$ cat src/rtl/winograd_tile_feeder.sv
// winograd_tile_feeder: F(2,3) 4-sample stride-2 tile feeder per row; TILE_PAD_EN adds zero padding at row edges
module winograd_tile_feeder #(
  parameter int DW = 32,
  parameter int ROW_LEN = 8,
`ifdef TILE_PAD_EN
  localparam int TILES = ROW_LEN / 2,
  localparam bit PAD = 1'b1,
`else
  localparam int TILES = (ROW_LEN - 2) / 2,
  localparam bit PAD = 1'b0,
`endif
  localparam int TW = (TILES > 1) ? $clog2(TILES) : 1
) (
  input  logic          clk,
  input  logic          rst,
  input  logic          s_valid,
  output logic          s_ready,
  input  logic [DW-1:0] s_data,
  output logic          m_valid,
  input  logic          m_ready,
  output logic [DW-1:0] m_x1,
  output logic [DW-1:0] m_x2,
  output logic [DW-1:0] m_x3,
  output logic [DW-1:0] m_x4,
  output logic [TW-1:0] m_idx,
  output logic          m_last
);
  if (ROW_LEN % 2 != 0 || ROW_LEN < 4) begin : g_bad_row_len
    $error("winograd_tile_feeder: ROW_LEN must be even and >= 4");
  end
  typedef enum logic [1:0] {FILL, TILE, STEP, ZPAD} state_e;
  localparam logic [TW-1:0] LAST = TW'(TILES - 1);
  state_e state_q, state_d;
  logic [1:0] cnt_q, cnt_d, need;
  logic [TW-1:0] tile_q, tile_d;
  logic [DW-1:0] x_q [4];
  logic [DW-1:0] x_d [4];
  logic accept, step_last;
  assign s_ready = state_q == FILL || state_q == STEP;
  assign m_valid = state_q == TILE;
  assign m_x1 = x_q[0];
  assign m_x2 = x_q[1];
  assign m_x3 = x_q[2];
  assign m_x4 = x_q[3];
  assign m_idx = tile_q;
  assign m_last = tile_q == LAST;
  assign accept = s_valid && s_ready;
  // with padding the final step takes one real sample; the trailing zero is shifted in by ZPAD
  assign step_last = PAD && tile_q == LAST;
  assign need = state_q == FILL ? (PAD ? 2'd2 : 2'd3) : (step_last ? 2'd0 : 2'd1);
  always_comb begin
    state_d = state_q;
    cnt_d = cnt_q;
    tile_d = tile_q;
    x_d = x_q;
    if (accept) begin
      x_d = '{x_q[1], x_q[2], x_q[3], s_data};
      cnt_d = cnt_q == need ? 2'd0 : cnt_q + 2'd1;
      if (cnt_q == need) state_d = (state_q == STEP && step_last) ? ZPAD : TILE;
    end
    if (state_q == ZPAD) begin
      x_d = '{x_q[1], x_q[2], x_q[3], '0};
      state_d = TILE;
    end
    if (state_q == TILE && m_ready) begin
      tile_d = m_last ? '0 : tile_q + TW'(1);
      state_d = m_last ? FILL : STEP;
      if (PAD && m_last) x_d[3] = '0;
    end
  end
  always_ff @(posedge clk or posedge rst) begin
    if (rst) begin
      state_q <= FILL;
      cnt_q <= '0;
      tile_q <= '0;
      x_q <= '{default: '0};
    end else begin
      state_q <= state_d;
      cnt_q <= cnt_d;
      tile_q <= tile_d;
      x_q <= x_d;
    end
  end
endmodule
$ cat config.mk
export PLATFORM = sky130hd
export DESIGN_NAME = winograd_tile_feeder
export DESIGN_NICKNAME = d
export VERILOG_FILES = /design/src/rtl/winograd_tile_feeder.sv
export SDC_FILE = /design/constraint.sdc
export NUM_CORES = 1
export LEC_CHECK = 0
export ABC_AREA = 0
export BUFFER_PORTS_ARGS = -buffer_cell sky130_fd_sc_hd__buf_4
export CORE_MARGIN = 3
export CORE_UTILIZATION = 55
export DETAILED_ROUTE_END_ITERATION = 10
export PLACE_DENSITY = 0.93
export SKIP_LAST_GASP = 1
export SLEW_MARGIN = 20
export SYNTH_ARGS = -nofsm -noshare
export SYNTH_HDL_FRONTEND = slang
export SYNTH_SLANG_ARGS = --single-unit
$ cat constraint.sdc
create_clock -name clk -period 7.9 [get_ports clk]
set_clock_uncertainty 0.15 [all_clocks]
set_input_delay 0.79 -clock clk [delete_from_list [all_inputs] [get_ports clk]]
set_output_delay 0.79 -clock clk [all_outputs]
set_load 0.02 [all_outputs]
; After elaboration in Yosys (flattened, before gate mapping)
; Index checks and enable logic that the tools add are counted.
[classes]
addsub = 2
eq_ne = 5
reduce_logical = 8
mux = 10
[op_table]
columns = operator, n
row1 = 2-to-1 mux 128 bit, 2
row2 = 2-to-1 mux 2 bit, 8
row3 = equality test 2 bit (second input constant), 3
row4 = nonzero test 3 bit, 2
row5 = adder 2 x 1 -> 2 bit (second input constant), 2
row6 = equality test 2 x 1 -> 1 bit (second input constant), 1
row7 = equality test 2 bit, 1
row8 = logical AND 1 bit, 2
row9 = zero test 2 bit, 1
row10 = AND reduction 2 bit, 1
row11 = nonzero test 2 bit, 1
row12 = logical OR 1 bit, 1
[word_totals]
output_inout_bits = 133
register_bits = 134
wordCells = 32
in_bits = 36

; Depth between registers and ports, before layout
[depth]
depth_word = 7
ltp_mapped = 7
ltp_nobuf = 3

; Worst setup path after synthesis
; Ideal clock, no wire load.
[synth_timing]
path_type = input-to-reg
start = input s_valid
end = register x_q, in the netlist m_x2[0]
path_slack_ps = 5851
cell_stages = 6
n_path_buf = 3
setup_ps = 125
arrival_ps = 1774
required_ps = 7625
path_cell_list = nor2b_4 -> buf_6 -> a21oi_4 -> buf_12 -> buf_8 -> mux2_4
[synth_between]
elab_chain_len = 2
[synth_rtl]
columns = element, line
row1 = start: declaration, 16  ; input logic s_valid,
row2 = logical AND 1 bit, 47  ; assign accept = s_valid && s_ready;
row3 = nonzero test 2 bit (no line), -
row4 = end signal: assignment, 76  ; x_q <= '{default: '0};
row5 = end signal: assignment, 81  ; x_q <= x_d;
row6 = end: declaration, 36  ; logic [DW-1:0] x_q [4];
; No other way between the ends.
; A chain may end at the register's enable or synchronous reset.

; Worst setup path in the final report
[layout_timing]
start = register state_q[0]
end = register x_q, in the netlist m_x1[10]
[layout_between]
elab_chain_len = 4
elab_cells_between_ends = 7
cone_classes = eq/ne: 2 / mux: 1 / reduce/logical: 4
[layout_rtl]
columns = element, line
row1 = start: declaration, 33  ; state_e state_q, state_d;
row2 = start signal: assignment, 78  ; state_q <= state_d;
row3 = equality test 2 bit or zero test 2 bit (tied branches), -
row4 = logical OR 1 bit, 39  ; assign s_ready = state_q == FILL || state_q == STEP;
row5 = logical AND 1 bit, 47
row6 = nonzero test 2 bit (no line), -
; Several ways; a longest one is shown, not always the timed one.

==> impl_metrics.toml <==
[run_status]
status = "completed"

[synth]
async_reset_ff_share_pct = 100.0
seq_area_frac_synth_pct = 54.32
synth_top_area_share_pct = 54.32
netlist_instances = 400
synth_ff_type = "dfrtp_1"
syn_area_um2 = 6173
synth_cell_types = 25
synth_area_leader_cell = "dfrtp_1"
synth_edf_count = 0
synth_area_leaders = "dfrtp_1 (54%), mux2_4 (21%), buf_4 (12%)"
synth_nets = 436
avgSynthCellArea_um2 = 15.43
synth_warnings = 0
ys_ff_latch = 134

[sta]
rsz0062_at_grt = "false"
slew_viol_final = 0
post-route-period-util_pct = 31.23
relSlewSlack_pct = 36.96
worstMarginPinSlew_ns = 0.9437
fin_crit_ns = 2.467
setup_viol = 0
clock.fmax_ghz = 0.4054
setup_tns_ns = 0
hold_viol = 0
whs_ns = 0.1765

[critical_path]
cp_max_fo = 77
endpoint_kind = "flip-flop"
cp-start-kind = "flip-flop"
worstSetupPathType = "reg2reg"
worstPathArrival_ns = 2.71
worstPathRequired_ns = 8.14

[route]
routedWlPerCell_um = 18.37
drt_iter0_markers = 197
routed-wl-met3_um = 617
wirelength_um = 11520
via_per_inst = 5.089
postRouteAntennaNets = 0
vias = 3191
maxUsedRoutingLayer = "met4"
wl_met1_um = 4720
routed-wl-met2_um = 5795
post-route-drc-count = 0
firstDrtPassIters = 4

[die]
die_y_um = 111.9
io_pins = 169
start_util_pct = 56.70
fp.dieW_um = 111.9
die_area_um2 = 12530
core_area_um2 = 10890
rows = 38

[grt]
grt_pass1_vias = 3378
grt_start_max_net_pins = 78
grt_usage_pct = 18.79
grt_overflow = 0
grt_pass1_wl_um = 18530
antenna_found_initial = 0

[clock_network]
cts_resized = 0
clk_path_buf_depth = 2
cts_inserted_buffers = 17
cts-htree-levels = 4
tritoncts = "built"
cts_sinks = 134
cts-root-buf = "clkbuf_8"
post-cts-setup-buffers = 0
clock_latency_ns = 0.51
clk_pin_slew_ns = 0.06
hold_buffers = 0

[run]
cap_violations = 0

[placed_design]
dp.cells = 596
hpwlAfterDp_um = 7791
port_buffers = 168
place_area_um2 = 6656
gp_congestion = 0.7600

[power_and_ir_drop]
vdd_drop_max_mv = 0.2718
power_density_nw_per_um2 = 528.2
p_leak_nw = 3.790

[finish]
nets = 511
drive_above_1_share_pct = 61.81
design_area_um2 = 7302
n_antenna_cell = 0
area_growth_syn_to_layout_pct = 18.28
fillers = 744
layout.cells.non_filler = 627

[hold_path]
hp-class = "in2async"
==> where the power goes <==
| group | switching (W) | leakage [nW] | internal, W |
|---|---|---|---|
| sequential | 0.000292 | 1.65 | 0.00101 |
| clock | 0.000290 | 0.308 | 0.000561 |
| combinational | 0.000782 | 1.83 | 0.000919 |
| total | 0.00136 | 3.79 | 0.00249 |
==> stage by stage <==
stage               worst slack, ns  util (%)  total power, W
floorplan                     3.377         -        0.002736
global placement              4.975     61.14        0.002952
detailed placement            4.919     61.14        0.003029
CTS                           5.272     67.03        0.003894
global route                  5.294     67.07        0.004033
finish                        5.433     67.07        0.003857
==> placed cells by master (no fill, tap or decap) <==
master,n
nand3b_1,1
buf_4,170
clkbuf_16,16
clkbuf_8,3
xor2_1,1
inv_6,3
buf_6,1
nor3_1,1
a21oi_1,2
clkinv_4,1
o22a_1,1
nand2b_1,1
clkinvlp_4,2
o22ai_1,1
mux2_2,9
mux2_4,88
nor2_1,3
nand2_1,3
clkbuf_1,1
o21ai_0,2
clkinv_2,1
a21o_1,1
a22o_1,32
nor2b_1,1
bufinv_16,5
dfrtp_1,134
a21oi_4,1
nor2b_4,1
inv_1,1
==> cell usage after synthesis, drive strengths merged (2+ instances only) <==
library cell,count
dfrtp,134
buf,113
mux2,97
a22o,32
a21oi,3
nand2,3
nor2,3
clkbuf,2
inv,2
nor2b,2
o21ai,2
==> final timing paths <==
kind                       slack (ns)                    from  cells after the start                    to
max in group asynchronous        6.11                     rst                      3  m_x2[26]$_DFFE_PP0P_
min in group clk                 0.35              s_data[27]                      2  m_x4[27]$_DFFE_PP0P_
hold / removal                   0.18                     rst                      2  m_x1[10]$_DFFE_PP0P_
setup reg to reg                 5.43  state_q[0]$_DFFE_PP0P_                      4  m_x1[10]$_DFFE_PP0P_
setup / recovery                 5.43  state_q[0]$_DFFE_PP0P_                      4  m_x1[10]$_DFFE_PP0P_
hold reg to reg                  0.36    m_x1[11]$_DFFE_PP0P_                      1  m_x1[11]$_DFFE_PP0P_
==> cell families (layout without fill, tap and decap cells) <==
kind of cell,Yosys count,in the layout,share of synthesized area [%]
AO/OA/AOI/OAI,40,40,5.493
multiplexers,97,97,23.04
XOR/XNOR,1,1,0.1419
AND/OR/NAND/NOR,11,11,0.9931
buffers and inverters,117,204,16.01
flip-flops,134,134,54.32
==> registers in the layout, indices dropped and copies added (netlist names) <==
| signal | cells |
|---|---|
| m_x1 | 32 |
| m_x2 | 32 |
| m_x3 | 32 |
| m_x4 | 32 |
| cnt_q | 2 |
| m_idx | 2 |
| state_q | 2 |
==> worst max-delay path, cell delays in order (launching register included) <==
cell,delay [ns]
dfrtp_1,0.51
nor2b_4,0.79
a21oi_4,0.04
buf_6,0.38
mux2_4,0.41
==> area by class of cell <==
class	count	area (µm²)	area share, %
clock buffer	20	445.4	6.100
clock inverter	11	196.4	2.690
inverter	2	12.51	0.1714
multi-input combinational	149	1832	25.09
sequential	134	3353	45.92
tap	140	175.2	2.399
timing repair buffer	171	1287	17.63
==> per-layer routing <==
layer	global-route usage (%)	vias up
li1	-	1440
met1	23.35	1602
met2	30.30	118
met3	5.109	31
met4	9.615	0
met5	0	-
Note: power is estimated with default switching activity, not from simulation.
